===== config.mk =====
export PLATFORM = sky130hd
export DESIGN_NAME = complex_controller_flat
export DESIGN_NICKNAME = d
export VERILOG_FILES = /design/src/rtl/complex_pkg.sv /design/src/rtl/complex_controller_if.sv /design/src/rtl/complex_alu.sv /design/src/rtl/complex_controller.sv /design/src/flat_wrapper.sv
export SDC_FILE = /design/constraint.sdc
export NUM_CORES = 1
export LEC_CHECK = 0
export CAP_MARGIN = 20
export CORE_MARGIN = 3
export CORE_UTILIZATION = 25
export CTS_BUF_LIST = sky130_fd_sc_hd__clkbuf_2
export CTS_CLUSTER_DIAMETER = 60
export DETAILED_ROUTE_END_ITERATION = 6
export PLACE_DENSITY = 0.51
export SLEW_MARGIN = 10
export SYNTH_ARGS = -nofsm -noshare
export SYNTH_HDL_FRONTEND = slang
export SYNTH_HIERARCHICAL = 1
export SYNTH_SLANG_ARGS = --single-unit

===== constraint.sdc =====
create_clock -name clk -period 11.6 [get_ports clk]
set_input_delay 1.16 -clock clk [delete_from_list [all_inputs] [get_ports clk]]
set_output_delay 1.16 -clock clk [all_outputs]
set_load 0.005 [all_outputs]

===== src/rtl/complex_pkg.sv =====
// Shared types and constants for the complex-number controller: opcodes,
// instruction field positions, FSM states and the packed complex word.
package complex_pkg;

    localparam int MEM_ADDR_W = 5;
    localparam int MEM_DATA_W = 16;

    localparam logic [1:0] OP_ADD  = 2'b00;
    localparam logic [1:0] OP_SUB  = 2'b01;
    localparam logic [1:0] OP_MUL  = 2'b10;
    localparam logic [1:0] OP_HALT = 2'b11;

    localparam int OP_HI    = 15;
    localparam int OP_LO    = 14;
    localparam int BANK_BIT = 13;
    localparam int SRC1_HI  = 12;
    localparam int SRC1_LO  = 9;
    localparam int SRC2_HI  = 8;
    localparam int SRC2_LO  = 5;
    localparam int DEST_HI  = 4;
    localparam int DEST_LO  = 0;

    typedef enum logic [2:0] {
        IDLE,
        FETCH,
        DECODE,
        READ2,
        EXEC,
        WRITE,
        HALTED
    } state_t;

    typedef struct packed {
        logic signed [7:0] re;
        logic signed [7:0] im;
    } cplx_t;

endpackage


===== src/rtl/complex_controller_if.sv =====
// Single-port memory bus between the controller (master) and the shared
// memory (slave); the memory samples on the falling edge.
interface complex_controller_if
    import complex_pkg::*;
#(
    parameter int ADDR_W = MEM_ADDR_W,
    parameter int DATA_W = MEM_DATA_W
);
    logic [ADDR_W-1:0] mem_address;
    logic              mem_readwriteN;
    logic [DATA_W-1:0] mem_wdata;
    logic [DATA_W-1:0] mem_rdata;

    modport master (
        output mem_address,
        output mem_readwriteN,
        output mem_wdata,
        input  mem_rdata
    );

    modport slave (
        input  mem_address,
        input  mem_readwriteN,
        input  mem_wdata,
        output mem_rdata
    );
endinterface


===== src/rtl/complex_alu.sv =====
// Combinational complex add/sub/mul; every result part wraps to 8 bits.
module complex_alu
    import complex_pkg::*;
(
    input  cplx_t      a,
    input  cplx_t      b,
    input  logic [1:0] op,
    output cplx_t      result
);
    logic signed [15:0] w_ar, w_ai, w_br, w_bi;
    logic signed [15:0] w_rr, w_ii, w_ri, w_ir;
    logic        [7:0]  w_mul_re, w_mul_im;

    assign w_ar = {{8{a.re[7]}}, a.re};
    assign w_ai = {{8{a.im[7]}}, a.im};
    assign w_br = {{8{b.re[7]}}, b.re};
    assign w_bi = {{8{b.im[7]}}, b.im};

    assign w_rr = w_ar * w_br;
    assign w_ii = w_ai * w_bi;
    assign w_ri = w_ar * w_bi;
    assign w_ir = w_ai * w_br;

    // Full 16-bit sum is formed first, then truncated.
    assign w_mul_re = 8'(w_rr - w_ii);
    assign w_mul_im = 8'(w_ri + w_ir);

    always_comb begin
        result = '0;
        case (op)
            OP_ADD: begin
                result.re = a.re + b.re;
                result.im = a.im + b.im;
            end
            OP_SUB: begin
                result.re = a.re - b.re;
                result.im = a.im - b.im;
            end
            OP_MUL: begin
                result.re = w_mul_re;
                result.im = w_mul_im;
            end
            default: result = '0;
        endcase
    end
endmodule


===== src/rtl/complex_controller.sv =====
// Sequencer that fetches, reads two operands, executes and writes back,
// acting as the sole initiator on the shared single-port memory.
//   state  | meaning
//   IDLE   | waiting for start, memory idle (read addr 0)
//   FETCH  | read instruction at pc, then pc+1
//   DECODE | halt check; otherwise read operand A at {bank,src1}
//   READ2  | read operand B at {bank,src2}
//   EXEC   | compute result, memory idle
//   WRITE  | write result to dest
//   HALTED | done high, waiting for start
module complex_controller
    import complex_pkg::*;
#(
    parameter int                ADDR_W     = MEM_ADDR_W,
    parameter int                DATA_W     = MEM_DATA_W,
    parameter logic [ADDR_W-1:0] START_ADDR = '0
) (
    input  logic                 clk,
    input  logic                 reset,
    input  logic                 start,
    complex_controller_if.master mem,
    output logic                 busy,
    output logic                 done,
    output logic [ADDR_W-1:0]    pc
);
    state_t            r_state;
    logic [ADDR_W-1:0] r_pc;
    logic [DATA_W-1:0] r_ir;
    cplx_t             r_a, r_b, r_result;
    logic              r_busy, r_done;

    cplx_t             w_alu;
    logic [1:0]        w_op;
    logic [ADDR_W-1:0] w_addr;
    logic              w_rw;

    assign w_op = r_ir[OP_HI:OP_LO];

    complex_alu u_alu (
        .a      (r_a),
        .b      (r_b),
        .op     (w_op),
        .result (w_alu)
    );

    // Bus is a pure decode of posedge registers, so it is stable at the negedge.
    always_comb begin
        w_addr = '0;
        w_rw   = 1'b1;
        case (r_state)
            FETCH:  w_addr = r_pc;
            DECODE: if (w_op != OP_HALT) w_addr = {r_ir[BANK_BIT], r_ir[SRC1_HI:SRC1_LO]};
            READ2:  w_addr = {r_ir[BANK_BIT], r_ir[SRC2_HI:SRC2_LO]};
            WRITE: begin
                w_addr = r_ir[DEST_HI:DEST_LO];
                w_rw   = 1'b0;
            end
            default: ;
        endcase
    end

    // Reset overrides the write strobe so a mid-WRITE reset cannot commit.
    assign mem.mem_address    = w_addr;
    assign mem.mem_readwriteN = w_rw | reset;
    assign mem.mem_wdata      = r_result;

    assign busy = r_busy;
    assign done = r_done;
    assign pc   = r_pc;

    always_ff @(posedge clk) begin
        if (reset) begin
            r_state  <= IDLE;
            r_pc     <= START_ADDR;
            r_ir     <= '0;
            r_a      <= '0;
            r_b      <= '0;
            r_result <= '0;
            r_busy   <= 1'b0;
            r_done   <= 1'b0;
        end else begin
            case (r_state)
                IDLE, HALTED: begin
                    if (start) begin
                        r_pc    <= START_ADDR;
                        r_busy  <= 1'b1;
                        r_done  <= 1'b0;
                        r_state <= FETCH;
                    end
                end
                FETCH: begin
                    r_ir    <= mem.mem_rdata;
                    r_pc    <= r_pc + 1'b1;
                    r_state <= DECODE;
                end
                DECODE: begin
                    if (w_op == OP_HALT) begin
                        r_busy  <= 1'b0;
                        r_done  <= 1'b1;
                        r_state <= HALTED;
                    end else begin
                        r_a     <= cplx_t'(mem.mem_rdata);
                        r_state <= READ2;
                    end
                end
                READ2: begin
                    r_b     <= cplx_t'(mem.mem_rdata);
                    r_state <= EXEC;
                end
                EXEC: begin
                    r_result <= w_alu;
                    r_state  <= WRITE;
                end
                WRITE:   r_state <= FETCH;
                default: r_state <= IDLE;
            endcase
        end
    end
endmodule


===== src/flat_wrapper.sv =====
// flat-port wrapper written by rule: the top's interface ports become plain ports
module complex_controller_flat import complex_pkg::*;
#(
    parameter int                ADDR_W     = MEM_ADDR_W,
    parameter int                DATA_W     = MEM_DATA_W,
    parameter logic [ADDR_W-1:0] START_ADDR = '0
)
  (clk, reset, start, busy, done, pc, mem_mem_address, mem_mem_readwriteN, mem_mem_wdata, mem_mem_rdata);
  complex_controller_if #(.ADDR_W(ADDR_W), .DATA_W(DATA_W)) mem_i ();
  input  logic clk;
  input  logic reset;
  input  logic start;
  output logic busy;
  output logic done;
  output logic [ADDR_W-1:0] pc;
  output wire logic [$bits(mem_i.mem_address)-1:0] mem_mem_address;
  output wire logic [$bits(mem_i.mem_readwriteN)-1:0] mem_mem_readwriteN;
  output wire logic [$bits(mem_i.mem_wdata)-1:0] mem_mem_wdata;
  input wire logic [$bits(mem_i.mem_rdata)-1:0] mem_mem_rdata;
  assign mem_mem_address = mem_i.mem_address;
  assign mem_mem_readwriteN = mem_i.mem_readwriteN;
  assign mem_mem_wdata = mem_i.mem_wdata;
  assign mem_i.mem_rdata = mem_mem_rdata;
  complex_controller #(.ADDR_W(ADDR_W), .DATA_W(DATA_W), .START_ADDR(START_ADDR)) u_core (.clk(clk), .reset(reset), .start(start), .mem(mem_i), .busy(busy), .done(done), .pc(pc));
endmodule

Yosys cells after proc, flatten, opt, wreduce, memory -nomap -nowiden
Index checks and enable logic that the tools add are counted.
- register bits after elaboration: 74
- bits in latches: 0
- memory bits (writable): 0
- memory bits (read-only): 0
- bits of input ports: 19
- output and inout bits: 29
- word-level logic and storage cells: 59
- memories: 0
- $add $sub $neg: 7
- multipliers: 4
- div/mod/pow operators: 0
- magnitude comparators: 0
- equal/unequal tests: 12
- shift-type cells: 0
- mux-type cells: 15
- bitwise operators: 2
- reductions and logical operators: 8
- operators by type and width (operator ; number):
    $pmux W16 S3 ; 1
    $mul A8 B8 Y8 ; 4
    $add A8 B8 Y8 ; 3
    $sub A8 B8 Y8 ; 3
    $pmux W5 S4 ; 1
    $pmux W3 S6 ; 1
    $mux W5 ; 2
    $pmux W5 S2 ; 1
    $eq A3 B3 Y1 const B ; 3
    $eq A3 B2 Y1 const B ; 2
    $mux W3 ; 2
    $add A5 B1 Y5 const B ; 1
    $mux W1 ; 5
    $eq A2 B2 Y1 const B ; 2
    $ne A2 B2 Y1 const B ; 2
    $pmux W1 S2 ; 2
    $reduce_and A2 Y1 ; 2
    $reduce_bool A2 Y1 ; 2
    $eq A3 B1 Y1 const B ; 1
    $logic_not A3 Y1 ; 1
    $reduce_and A3 Y1 ; 1
    $eq A2 B1 Y1 const B ; 1
    $logic_not A2 Y1 ; 1
    $ne A2 B1 Y1 const B ; 1
    3 further kinds ; 3

Depth between registers and ports, before layout
- depth in word-level cells: 4
- depth in mapped cells: 24
- mapped depth without buffers: 23

By module
Netlist, hierarchy kept.
- modules (own cells, without submodules) (module ; instances ; cells each ; area each (µm²) ; sequential area each (µm²)):
    complex_alu ; 1 ; 620 ; 5038.6 ; 0.0
    complex_controller ; 1 ; 370 ; 2866.5 ; 1481.4

Worst setup path after synthesis
OpenSTA, ideal clock, no wires.
- path type: flip-flop to flip-flop
- start point: reg u_core/r_a[8] (netlist name)
- end point: reg u_core.r_result (netlist bit u_core/mem.mem_wdata[7])
- setup time: 70 ps
- arrival time: 4930 ps
- data required time: 11530 ps
- slack: 6600 ps
- cell stages (with the launch flop): 21
- buffers on the path: 1
- period minus slack after synthesis: 5000 ps
- path through: dfxtp_1 -> clkbuf_1 -> nand2_1 -> fa_1 -> fa_1 -> fa_1 -> inv_1 -> fa_1 -> fa_1 -> inv_1 -> fa_1 -> xnor2_1 -> xnor2_1 -> xnor2_1 -> xnor2_1 -> xnor2_1 -> xnor2_1 -> o21ai_2 -> o21a_1 -> nand2_1 -> a21oi_1
- RTL lines (item ; RTL line ; source):
    start: declaration ; complex_controller.sv:29 ; cplx_t r_a, r_b, r_result;
    start signal: assignment ; complex_controller.sv:102 ; r_a <= cplx_t'(mem.mem_rdata);
    end signal: assignment ; complex_controller.sv:111 ; r_result <= w_alu;
    end: declaration ; complex_controller.sv:29 ;

==> summary.md <==
| Metric | Value |
|---|---|
| Outcome | complete, no violations |
| DP Area | ~8700 µm² |
| Distinct cells, synth | between 40 and 50 |
| Most frequent cells after synthesis | nand2_1, inv_1, ha_1 |
| Endpoints failing hold | 0 |
| Min-delay worst type | reg -> reg |
| Total congestion overflow | 0 |
| WL per Instance | about 16 µm |
| Setup crit start kind | flip-flop |
| CP Capture Type | flip-flop |
| Vias per std cell | roughly 4.5 |
| Worst path cell trace | and2_1, fa_1, fa_1, ha_1, inv_1, fa_1, fa_1, inv_1, fa_1, inv_1, ha_1, inv_1, o21bai_1, a21oi_1, xnor2_1, xnor2_1, o21ai_1, o21a_1, nand2_1, a21oi_1 |
| Die W | ~180 µm |
| Initial Util | roughly a quarter |
| HPWL after detailed placement | between 15 and 20 mm |
| CTS Buffer Depth | 2 |
| Finished Cell Area | between 8000 and 9000 µm² |
| Resized cells post-CTS | 0 |
| Unrepaired setup endpoints after global routing | no |
| Critical path's slowest cell | dfxtp_1 |
| Routability cong. | just over 0.8 |
| Syn Nets | between 1,000 and 1,500 |
| Largest cells by area after synthesis | dfxtp_1, fa_1, ha_1 |
| Final number of max-transition violations | 0 |
| Async SR Flop Fraction | 0% |
| Core area | 30,900 µm² |
| Top_reg_cell synth | dfxtp_1 |
| Static leakage | between 0.003 and 0.004 µW |
| Port Buffers | between 40 and 50 |
| Clk_lat worst skew | a little under 600 ps |
| Yosys top cell area share | a little under a fifth |
| Area of the multi-input gates | 5790 µm² |
| Pin count of the biggest net entering global routing | 76 |
| Die Y | ~180 µm |
| Setup TNS | 0 ps |
| Initial antenna violation count | 0 |
| Worst-margin pin slew | around 980 ps |
| CP most frequent cell | fa_1 |
| P per Cell Area | 119 nW/µm² |
| Syn Inst Count | a little under 1,000 |
| Vias | 6,302 |
| Final Setup Violations | 0 |
| CP Max Fanout | 16 |
| GRT Total Usage | 13.3% |
| Hold buffers post-CTS | 0 |
| Fin nets | 1,177 |
| Fill count | ~3,500 |
| DRT Pass-1 Iters | 5 |
| DR iter-0 viols | roughly 350 |
| Required time worst endpoint | 12,080 ps |
| DR DRC count | 0 |
| TritonCTS clock tree | yes |
| FP Rows | 64 |
| Yosys top cell by area | dfxtp_1 |
| Fmax achieved | 180 MHz |
| Syn-to-layout area delta | 11.1% |
| Vias in the first global route | between 6,000 and 7,000 |
| Reg area | ~1500 µm² |
| Syn avg cell area | 7.98 µm² |
| First-pass GRT wire length | between 30 and 40 mm |
| Number of enable flip-flop cells after synthesis | 0 |
| CP peak stage delay | 830 ps |
| Final Cycle Share | around 48% |
| Max Clock Skew | roughly 46 ps |
| Maximum vdd drop | 0.0000735 V |
| Die ar. | around 34,000 µm² |
| Post-synthesis sequential area ratio | between 10% and 20% |
| Count of state elements after synthesis | 74 |
| Layout cells sized above 1 | under 10% |
| IO Count | 48 |
| Clock tree sinks | between 70 and 80 |
| Routed Antenna Nets | 0 |
| Final Util | 28.4% |
| Clock Pin Slew Worst Setup and Hold Paths | about 250 ps |
| Max_slew headroom | 34.1% |
| Detailed Route WL | approximately 22 mm |
| WHS | between 400 and 500 ps |
| Critical Path AT | just over 6000 ps |
| CP Class | reg -> reg |
| Max Cap Viol | 0 |
| Cell Area, Synth | just under 8000 µm² |
| Syn. warnings | 6 |
| Post-route minimum period | 5560 ps |
| Most frequent cell after synthesis | nand2_1 |
| Clock root buffer | clkbuf_2 |
| CTS buffer count | 9 |
| Htree depth | 3 |
| Post-CTS Setup Repair Bufs | 0 |
==> report_power, final <==
part | switching [µW] | total, µW | internal [µW]
Sequential | 92.7 | 380 | 287
Clock | 113 | 147 | 34.3
Combinational | 285 | 515 | 230
==> cell families after synthesis <==
family | after synthesis | synth area share, %
and+or+nand+nor | 349 | 20.2
DFF | 74 | 18.7
buffers and inverters | 161 | 7.96
xor gates and xnor gates | 95 | 10.5
muxes | 5 | 0.633
adders and majority gates | 158 | 31.1
AOI/OAI and AO/OA | 148 | 10.8
==> state kept, by name, indices dropped and copies added (netlist names) <==
| name | flops |
|---|---|
| u_core/r_ir | 16 |
| u_core/r_state | 3 |
| u_core/pc | 5 |
| u_core/busy | 1 |
| u_core/r_b | 16 |
| u_core/mem.mem_wdata | 16 |
| u_core/done | 1 |
| u_core/r_a | 16 |
==> final timing paths <==
path / start / to / slack [ps] / depth (start not counted)
hold / removal: u_core/mem.mem_wdata[2]$_SDFFE_PP0N_ / u_core/mem.mem_wdata[2]$_SDFFE_PP0N_ / 470 / 2
setup / recovery: u_core/r_b[2]$_SDFFE_PP0N_ / u_core/mem.mem_wdata[15]$_SDFFE_PP0N_ / 6040 / 20
hold reg to reg: u_core/mem.mem_wdata[2]$_SDFFE_PP0N_ / u_core/mem.mem_wdata[2]$_SDFFE_PP0N_ / 470 / 2
setup reg to reg: u_core/r_b[2]$_SDFFE_PP0N_ / u_core/mem.mem_wdata[15]$_SDFFE_PP0N_ / 6040 / 20
==> per-layer routing <==
| layer | vias to the layer above | track usage, % | routed length (µm) | share of wire, % |
|---|---|---|---|---|
| li1 | 3146 | - | - | - |
| met1 | 3037 | 18.8 | 10700 | 49 |
| met2 | 105 | 21.8 | 10300 | 47 |
| met3 | 14 | 2.12 | 697 | 3.2 |
| met4 | 0 | 2.30 | 150 | 0.69 |
| met5 | - | 0 | 0 | 0 |
==> critical path: cells and delay by family (launching register included) <==
family / cells / cell delay (ps)
AND/OR/NAND/NOR: 2 / 290
AO/OA/AOI/OAI: 5 / 620
adder cells (fa/ha/maj): 7 / 3090
XOR/XNOR: 2 / 400
buffers and inverters: 4 / 230
flip-flops: 1 / 830
==> final cells by class <==
type,count,share of cell area (%)
timing repair buffer,49,5.47
clock buffer,9,0.513
antenna,1,0.0285
tap,396,5.64
multi-input combinational,755,65.9
clock inverter,7,0.797
sequential,74,16.9
inverter,111,4.74
==> per-stage QoR <==
| step | setup WS [ps] | std cells | power (µW) |
|---|---|---|---|
| 2_1_floorplan | 6600 | 990 | 734 |
| 3_3_place_gp | 6070 | 1385 | 898 |
| 3_5_place_dp | 6050 | 1385 | 899 |
| 4_1_cts | 6030 | 1401 | 1050 |
| 5_1_grt | 5700 | 1401 | 1130 |
| 6_report | 6040 | 1402 | 1040 |
==> layout by cell type (no fill, tap or decap), types with 2 or more instances in the layout <==
| master | synthesis | final |
|---|---|---|
| nand2_1 | 199 | 199 |
| inv_1 | 111 | 111 |
| ha_1 | 94 | 94 |
| a21oi_1 | 81 | 81 |
| and2_1 | 78 | 78 |
| xnor2_1 | 76 | 76 |
| dfxtp_1 | 74 | 74 |
| fa_1 | 64 | 64 |
| clkdlybuf4s50_1 | 0 | 46 |
| nor2_1 | 37 | 37 |
| xor2_1 | 19 | 19 |
| o21ai_0 | 18 | 18 |
| nand2b_1 | 15 | 15 |
| a21o_1 | 11 | 11 |
| nor2b_1 | 11 | 11 |
| o22ai_1 | 10 | 10 |
| clkbuf_2 | 0 | 9 |
| a31oi_1 | 6 | 6 |
| mux2i_1 | 5 | 5 |
| a22o_1 | 4 | 4 |
| inv_6 | 0 | 3 |
| nand3_1 | 3 | 3 |
| a211oi_1 | 3 | 3 |
| a22oi_1 | 2 | 2 |
| buf_4 | 1 | 2 |
| o32ai_1 | 2 | 2 |
| o21bai_1 | 2 | 2 |
| o21a_1 | 2 | 2 |
(Power assumes the default switching activity.)
